[src/rtl/layer_line_reader_pkg.sv]
// Shared constants and FSM encoding for the composer-side line-buffer reader.
package layer_line_reader_pkg;

  localparam int DEF_IDX_W     = 10;
  localparam int DEF_FRAC_W    = 7;
  localparam int DEF_FIFO_D    = 2;
  localparam int LINEBUF_LIMIT = 768;

  typedef enum logic [1:0] {
    ST_IDLE  = 2'd0,
    ST_RUN   = 2'd1,
    ST_DRAIN = 2'd2
  } rd_state_e;

endpackage

[src/rtl/layer_line_reader_skid_fifo.sv]
// pixel_skid_fifo: small synchronous FIFO with synchronous flush and valid/ready read side.
module pixel_skid_fifo #(
  parameter int DEPTH  = 2,
  parameter int DATA_W = 8
) (
  input  logic                        clk,
  input  logic                        rst_n,
  input  logic                        flush_i,
  input  logic                        push_i,
  input  logic [DATA_W-1:0]           data_i,
  input  logic                        ready_i,
  output logic                        valid_o,
  output logic [DATA_W-1:0]           data_o,
  output logic [$clog2(DEPTH):0]      count_o
);

  localparam int PTR_W = $clog2(DEPTH);
  localparam logic [PTR_W:0] FULL = (PTR_W+1)'(DEPTH);

  logic [DATA_W-1:0] mem_q [DEPTH];
  logic [PTR_W-1:0]  wr_ptr_q, rd_ptr_q;
  logic [PTR_W:0]    count_q;
  logic              push_ok, pop;

  assign valid_o = (count_q != '0);
  assign data_o  = mem_q[rd_ptr_q];
  assign count_o = count_q;
  assign pop     = valid_o & ready_i;
  assign push_ok = push_i & (count_q != FULL);

  always_ff @(posedge clk) begin
    if (!rst_n) begin
      for (int i = 0; i < DEPTH; i++) mem_q[i] <= '0;
      wr_ptr_q <= '0;
      rd_ptr_q <= '0;
      count_q  <= '0;
    end else if (flush_i) begin
      wr_ptr_q <= '0;
      rd_ptr_q <= '0;
      count_q  <= '0;
    end else begin
      if (push_ok) begin
        mem_q[wr_ptr_q] <= data_i;
        wr_ptr_q        <= wr_ptr_q + 1'b1;
      end
      if (pop) rd_ptr_q <= rd_ptr_q + 1'b1;
      count_q <= count_q + (PTR_W+1)'(push_ok) - (PTR_W+1)'(pop);
    end
  end

endmodule

[src/rtl/layer_line_reader.sv]
// Composer-side reader for a double-buffered line buffer with fractional horizontal scaling.
// Optional reverse walk enabled by defining LINE_READER_MIRROR_EN.
//
// state | meaning
// IDLE  | no active line, waiting for line_start
// RUN   | issuing buffer reads, one per cycle when FIFO credit allows
// DRAIN | all reads issued, waiting for composer to take the remaining pixels
module layer_line_reader
  import layer_line_reader_pkg::*;
#(
  parameter int IDX_W  = DEF_IDX_W,
  parameter int FRAC_W = DEF_FRAC_W,
  parameter int FIFO_D = DEF_FIFO_D
) (
  input  logic             clk,
  input  logic             rst_n,
  input  logic             line_start,
  input  logic [IDX_W-1:0] line_width,
  input  logic [IDX_W-1:0] hstart,
  input  logic [7:0]       hscale,
  input  logic             mirror,
  output logic             active_render_buffer,
  output logic [IDX_W-1:0] composer_rd_idx,
  input  logic [7:0]       composer_rd_data,
  output logic [7:0]       pix_data,
  output logic             pix_valid,
  input  logic             pix_ready,
  output logic             line_done
);

  localparam int ACC_W = IDX_W + FRAC_W;
  localparam int CNT_W = $clog2(FIFO_D) + 1;

  rd_state_e        state_q, state_d;
  logic [ACC_W-1:0] acc_q, acc_d, acc_step, acc_next;
  logic [7:0]       hscale_q, hscale_d;
  logic [IDX_W-1:0] issue_left_q, issue_left_d, pix_left_q, pix_left_d;
  logic             sel_q, inflight_q, inflight_d, oor_q, oor_d;
  logic             issue, pop, fifo_valid;
  logic [CNT_W-1:0] fifo_count;
  logic [CNT_W:0]   credit;
  logic [7:0]       fifo_wdata;

  assign composer_rd_idx      = acc_q[ACC_W-1:FRAC_W];
  assign active_render_buffer = sel_q;
  assign pix_valid            = fifo_valid;
  assign pop                  = fifo_valid & pix_ready;
  assign acc_step             = ACC_W'(hscale_q);
  assign fifo_wdata           = oor_q ? 8'h00 : composer_rd_data;

  // A pixel leaving this cycle frees its slot in time for the next issue, keeping 1 px/clk.
  assign credit    = {1'b0, fifo_count} + (CNT_W+1)'(inflight_q) - (CNT_W+1)'(pop);
  assign issue     = (state_q == ST_RUN) && (credit < (CNT_W+1)'(FIFO_D));
  assign line_done = pop && (state_q == ST_DRAIN) && (pix_left_q == IDX_W'(1));

`ifdef LINE_READER_MIRROR_EN
  logic mirror_q, mirror_d;
  assign acc_next = mirror_q ? (acc_q - acc_step) : (acc_q + acc_step);
`else
  logic unused_mirror;
  assign unused_mirror = mirror;
  assign acc_next      = acc_q + acc_step;
`endif

  always_comb begin
    state_d      = state_q;
    acc_d        = acc_q;
    hscale_d     = hscale_q;
    issue_left_d = issue_left_q;
    pix_left_d   = pix_left_q;
    inflight_d   = issue;
    oor_d        = (composer_rd_idx >= IDX_W'(LINEBUF_LIMIT));
`ifdef LINE_READER_MIRROR_EN
    mirror_d     = mirror_q;
`endif
    if (issue) begin
      acc_d        = acc_next;
      issue_left_d = issue_left_q - 1'b1;
    end
    if (pop) pix_left_d = pix_left_q - 1'b1;
    case (state_q)
      ST_RUN:   if (issue && issue_left_q == IDX_W'(1)) state_d = ST_DRAIN;
      ST_DRAIN: if (line_done) state_d = ST_IDLE;
      default:  state_d = state_q;
    endcase
    // A new line aborts whatever is running; the in-flight read is dropped.
    if (line_start) begin
      state_d      = (line_width != '0) ? ST_RUN : ST_IDLE;
      acc_d        = {hstart, {FRAC_W{1'b0}}};
      hscale_d     = hscale;
      issue_left_d = line_width;
      pix_left_d   = line_width;
      inflight_d   = 1'b0;
`ifdef LINE_READER_MIRROR_EN
      mirror_d     = mirror;
`endif
    end
  end

  always_ff @(posedge clk) begin
    if (!rst_n) begin
      state_q      <= ST_IDLE;
      acc_q        <= '0;
      hscale_q     <= '0;
      issue_left_q <= '0;
      pix_left_q   <= '0;
      inflight_q   <= 1'b0;
      oor_q        <= 1'b0;
      sel_q        <= 1'b0;
`ifdef LINE_READER_MIRROR_EN
      mirror_q     <= 1'b0;
`endif
    end else begin
      state_q      <= state_d;
      acc_q        <= acc_d;
      hscale_q     <= hscale_d;
      issue_left_q <= issue_left_d;
      pix_left_q   <= pix_left_d;
      inflight_q   <= inflight_d;
      oor_q        <= oor_d;
      sel_q        <= sel_q ^ line_start;
`ifdef LINE_READER_MIRROR_EN
      mirror_q     <= mirror_d;
`endif
    end
  end

  pixel_skid_fifo #(
    .DEPTH  (FIFO_D),
    .DATA_W (8)
  ) u_fifo (
    .clk     (clk),
    .rst_n   (rst_n),
    .flush_i (line_start),
    .push_i  (inflight_q),
    .data_i  (fifo_wdata),
    .ready_i (pix_ready),
    .valid_o (fifo_valid),
    .data_o  (pix_data),
    .count_o (fifo_count)
  );

endmodule

[config.mk]
export PLATFORM = sky130hd
export DESIGN_NAME = layer_line_reader
export DESIGN_NICKNAME = d
export VERILOG_FILES = /design/src/rtl/layer_line_reader_pkg.sv /design/src/rtl/layer_line_reader_skid_fifo.sv /design/src/rtl/layer_line_reader.sv
export SDC_FILE = /design/constraint.sdc
export NUM_CORES = 1
export LEC_CHECK = 0
export CAP_MARGIN = 0
export CELL_PAD_IN_SITES_DETAIL_PLACEMENT = 2
export CELL_PAD_IN_SITES_GLOBAL_PLACEMENT = 2
export CORE_MARGIN = 4
export CORE_UTILIZATION = 33
export DETAILED_ROUTE_END_ITERATION = 6
export GPL_TIMING_DRIVEN = 0
export PLACE_DENSITY_LB_ADDON = 0.1
export SLEW_MARGIN = 5
export SYNTH_ARGS = -nofsm -noshare
export SYNTH_HDL_FRONTEND = slang
export SYNTH_HIERARCHICAL = 1
export SYNTH_SLANG_ARGS = --single-unit
[constraint.sdc]
create_clock -name clk -period 3.1 [get_ports clk]
set_input_delay 0.62 -clock clk [delete_from_list [all_inputs] [get_ports clk]]
set_output_delay 0.62 -clock clk [all_outputs]
set_load 0.03 [all_outputs]
# == Word-level counts from Yosys, hierarchy flattened ==
# Memories as Yosys holds them, arrays and structs flattened. A register that Yosys moved wholly into a read port is not among the register bits.
# Index checks and enable logic that the tools add are counted.
# totals
memories,1
ram_bits,16
word_cells,69
reg_bits,54
# memory_table
name,words,word_bits,read_ports,rd_ports_with_merged_regs,wr,line_no,text
u_fifo.mem_q,2,8,1,1,2,layer_line_reader_skid_fifo.sv:20,logic [DATA_W-1:0] mem_q [DEPTH];
# op_classes
reduce_logical,12
n_eq_ne,7
n_mux,22
n_bitwise,4
addsub,9
n_lt_le_gt_ge,2
# op_table
operator,count
10-bit 2-to-1 mux,4
17-bit 2-to-1 mux,2
"10-bit by 1-bit equality test with 1-bit output, second input constant",2
"10-bit by 1-bit subtractor with 10-bit output, second input constant",2
17-bit by 8-bit adder with 17-bit output,1
8-bit 2-to-1 mux,2
"10-bit greater-or-equal comparator, second input constant",1
1-bit 2-to-1 mux,10
10-bit nonzero test,1
8-bit OR reduction,1
2-bit 2-to-1 mux,3
2-bit nonzero test,3
1-bit logical AND,4
2-bit case mux with 2 select lines,1
2-bit by 1-bit adder with 3-bit output,1
"3-bit by 2-bit less-than comparator with 1-bit output, second input constant",1
"3-bit by 2-bit inequality test with 1-bit output, second input constant",1
"3-bit inequality test, second input constant",1
3-bit AND reduction,1
3-bit nonzero test,1
3-bit by 1-bit subtractor with 3-bit output,1
"1-bit adder, second input constant",2
2-bit by 1-bit adder with 2-bit output,1
1-bit AND,2
other kinds (7),7

# == Longest topological paths before layout ==
# depth
ltp_word,9
mapped_depth,11
mapped_depth_nobuf,11

# == Hierarchy ==
# The synthesis kept the hierarchy.
# by_module_without_submodules
mod,cells_per_inst,n_inst,area_per_inst_um2
layer_line_reader,325,1,2859.0
pixel_skid_fifo,68,1,950.9

# == Least setup slack after synthesis ==
# OpenSTA, ideal clock, no wires.
# synth_timing
path_type,reg2reg
from,"reg u_fifo.count_q[1], in the netlist u_fifo/count_o[1]"
to,reg issue_left_q[7]
slack_ns,0.171
t_required_ns,3.030
period_less_slack_ns,2.929
setup_ns,0.070
path_stages_with_launch,12
arrival_ns,2.859
cell_sequence,dfxtp_1 -> or2_2 -> nand2_1 -> inv_1 -> ha_1 -> nand2b_1 -> fa_1 -> xnor2_2 -> nor4b_4 -> nand4b_1 -> xor2_1 -> a21oi_1
# synth_via
elab_chain_cells,6
elab_cells_between_ends,7
classes_between,add/sub (2); order compare (1); bitwise (1); reduce/logical (3)
# synth_lines
element,line_no,text
from (decl),layer_line_reader_skid_fifo.sv:22,logic [PTR_W:0] count_q;
from (signal assigned),layer_line_reader_skid_fifo.sv:47,count_q <= count_q + (PTR_W+1)'(push_ok) - (PTR_W+1)'(pop);
2-bit nonzero test,layer_line_reader_skid_fifo.sv:25,assign valid_o = (count_q != '0);
via pix_valid,layer_line_reader.sv:26,"output logic pix_valid,"
1-bit AND,layer_line_reader.sv:47,assign pop = fifo_valid & pix_ready;
3-bit by 1-bit subtractor with 3-bit output,layer_line_reader.sv:52,"assign credit = {1'b0, fifo_count} + (CNT_W+1)'(inflight_q) - (CNT_W+1)'(pop);"
3-bit by 2-bit less-than comparator with 1-bit output,layer_line_reader.sv:53,assign issue = (state_q == ST_RUN) && (credit < (CNT_W+1)'(FIFO_D));
1-bit logical AND,layer_line_reader.sv:53,
2-bit nonzero test (no line),--,
to (signal assigned),layer_line_reader.sv:117,issue_left_q <= issue_left_d;
to (decl),layer_line_reader.sv:37,"logic [IDX_W-1:0] issue_left_q, issue_left_d, pix_left_q, pix_left_d;"
# The timed path passes the listed nets, and every way through them passes these cells.
# A chain may end at the register's enable or synchronous reset.

# == Worst setup path in the final report ==
# layout_timing
from,"reg u_fifo.count_q[1], in the netlist u_fifo/count_o[1]"
to,reg acc_q[14]
# layout_via
elab_chain_cells,6
elab_cells_between_ends,7
classes_between,add/sub (2); order compare (1); bitwise (1); reduce/logical (3)
# layout_lines
element,line_no,text
branches (longest 2 deep; another with 2-bit by 1-bit adder with 3-bit output),--,
3-bit by 1-bit subtractor with 3-bit output (*),layer_line_reader.sv:52,
3-bit by 2-bit less-than comparator with 1-bit output (*),layer_line_reader.sv:53,
1-bit logical AND (*),layer_line_reader.sv:53,
2-bit nonzero test (no line) (*),--,
to (signal assigned),layer_line_reader.sv:103,acc_q <= '0;
to (signal assigned),layer_line_reader.sv:115,acc_q <= acc_d;
to (decl),layer_line_reader.sv:35,"logic [ACC_W-1:0] acc_q, acc_d, acc_step, acc_next;"
# Mark *: on every way between the ends.

==> impl_metrics.csv <==
group,metric,value,unit
cts,clockBufferDepth,2,
sta,final.period_utilization,0.9319,
synthesis,yosysSeqAreaShare,0.4151,
run_status,status,"complete, no violations",
cts,clkSlewWorstSetupHoldPaths,60,ps
cts,holdBufCountCts,0,
die,start_util,0.3439,
die,fp.dieW,115.5,microns
die,rows,38,
place,io_buffers,60,
synthesis,syn_area_per_cell,9.694,sq um
global_routing,antenna_found_initial,0,
setup_path,crit_path_start,"u_fifo/count_o[1]$_SDFF_PP0_",
setup_path,required,3290,ps
global_routing,grt_use_total,0.1864,
drt,ant_nets,0,
sta,relSlewSlack,0.3835,
drt,wl_per_cell,19.23,microns
pwr,ir_worst_vdd,0.0002894,V
cts,cts_tree,"yes",
drt,viasPerCell,5.200,
synthesis,ys_ff_latch,71,
setup_path,crit_fanout,4,
sta,rsz0062_at_grt,"false",
setup_path,endpoint_kind,"flip-flop",
min_path,min-delay-start,"acc_q[3]$_SDFFE_PP0P_",
synthesis,synth_nets,451,
synthesis,synth.lib_cells_used.distinct,60,
final_layout,area_growth,30.94,%
sta,final-setup-viol-count,0,
final_layout,antenna_cells,0,
sta,finalHoldViolations,0,
die,core,11080,sq um
final_layout,final_util,0.4503,
die,dieArea,13330,sq um
sta,holdWs,460.8,ps
global_routing,grt_overflow_total,0,
sta,slew_violations,0,
setup_path,r2r_start,"u_fifo/count_o[1]$_SDFF_PP0_",
synthesis,async_flop_share,0,
cts,htree_levels,3,
synthesis,ys.flop_type,"dfxtp_1",
min_path,hold_class,"reg -> reg",
die,die_h,115.5,microns
flow_run,drv_cap,0,
drt,vias,3203,
place,dp_hpwl,8669,microns
final_layout,final_cell_mix,"clkdlybuf4s50_1, dfxtp_1, a21oi_1, nand2_1, nor2b_1",
global_routing,grt_max_degree,14,
drt,drc,0,
synthesis,synth_edf_count,16,
sta,clock.fmax,346.2,MHz
setup_path,crit_path_start_kind,"flip-flop",
global_routing,grt_pass1_vias,3587,
place,gp_congestion,0.7642,
setup_path,r2r_slack,210,ps
synthesis,netlist_instances,393,
synthesis,mappedNetlistArea,3810,sq um
drt,drt-initial-drc-count,90,
pwr,leakagePower,1.924,nW
final_layout,final_common_cell,"clkdlybuf4s50_1",
cts,clock_latency,330,ps
final_layout,layout-drive-gt1-share,0.1408,
sta,fin_skew,10.14,ps
cts,cts_buffers,9,
sta,tightest_slew,918.6,ps
global_routing,grt_pass1_wl,19120,microns
cts,cts_root_buffer,"clkbuf_16",
drt,wl,11850,microns
die,io_pins,62,
drt,drtPass1Iterations,4,
cts,cts.sinks,71,
pwr,powerDensity,496.3,nW/um^2
sta,period_needed,2889,ps
setup_path,critPathKind,"reg -> reg",
synthesis,yosys_warnings,6,
setup_path,crit_arrival,3080,ps
final_layout,finalNetCount,529,
[final cells by class]
class | instances | area, sq um
fill | 1218 | 6090
multi-input combinational | 288 | 2087
sequential | 71 | 1587
timing repair buffer | 67 | 655.6
clock buffer | 12 | 256.5
tap | 140 | 175.2
buffer | 25 | 140.1
clock inverter | 4 | 53.80
inverter | 9 | 33.78
[cells by family after synthesis]
group,after synthesis,synth area share
AO/OA/AOI/OAI,78,0.1363
AND/OR/NAND/NOR,144,0.2217
multiplexers,18,0.04992
adder cells (fa/ha/maj),17,0.05977
XOR/XNOR,31,0.07324
buffers and inverters,34,0.04401
flip-flops,71,0.4151
[what timing repair did]
item / in CTS / in global routing
buffers inserted: 3 / 4
pin swaps: 1 / 4
endpoints found under the setup margin: 25 / 16
gates resized for setup: 9 / 5
[per-stage QoR]
stage               worst slack [ps]  std cells  TNS [ps]  cell area (sq um)  total power [mW]
global route                   23.40        616         0               4989             2.587
CTS                            25.38        612         0               4947             2.510
global placement              -552.7        593    -11960               4586             1.394
floorplan                      171.1        393         0               3810             1.252
finish                         211.1        616         0               4989             2.476
detailed placement            -661.2        593    -14380               4586             1.410
[worst max-delay path: stages (launching register included)]
cell      delay [ps]
dfxtp_4          360
or2_4            260
nand2_2           80
inv_2             60
ha_1             260
nand2b_1         160
fa_1             560
and4b_2          290
nand4_1          160
nor4b_2          330
xnor2_1          150
o21ai_0           80
[cells in the mapped netlist, types with 10 or more instances]
master | n | share of area
dfxtp_1 | 55 | 0.29
a21oi_1 | 29 | 0.038
nand2_1 | 28 | 0.028
nor2b_1 | 23 | 0.038
and2_1 | 17 | 0.028
o21ai_0 | 17 | 0.022
edfxtp_1 | 16 | 0.13
xnor2_1 | 16 | 0.037
ha_1 | 15 | 0.049
nand3_1 | 14 | 0.018
xor2_1 | 14 | 0.032
clkbuf_1 | 13 | 0.013
nor2_1 | 12 | 0.012
buf_4 | 10 | 0.020
mux2i_1 | 10 | 0.026
[layer usage]
| metal | vias up | global-route usage | routed length [microns] |
|---|---|---|---|
| li1 | 1549 | - | - |
| met1 | 1604 | 0.2159 | 5007 |
| met2 | 43 | 0.3499 | 6428 |
| met3 | 7 | 0.03238 | 291 |
| met4 | 0 | 0.05321 | 119 |
| met5 | - | 0 | 0 |
[path summary, 6_finish.rpt]
check	cells after the start	endpoint
min reg2reg	2	acc_q[3]$_SDFFE_PP0P_
max reg2reg	11	acc_q[14]$_SDFFE_PN0P_
max	11	acc_q[14]$_SDFFE_PN0P_
min	2	acc_q[3]$_SDFFE_PP0P_
[power breakdown]
| part | internal [mW] | switching (mW) | total [mW] |
|---|---|---|---|
| Sequential | 0.993 | 0.0444 | 1.04 |
| Combinational | 0.172 | 0.189 | 0.362 |
| Clock | 0.670 | 0.406 | 1.08 |
[registers in the layout, indices dropped and copies added, names as in the netlist, named ones only]
signal / flops
issue_left_q: 10
u_fifo/wr_ptr_q: 1
u_fifo/count_o: 2
active_render_buffer: 1
u_fifo/rd_ptr_q: 1
inflight_q: 1
oor_q: 1
u_fifo/mem_q: 16
pix_left_q: 10
state_q: 2
acc_q: 17
hscale_q: 8
Note: power is estimated with default switching activity, not from simulation.
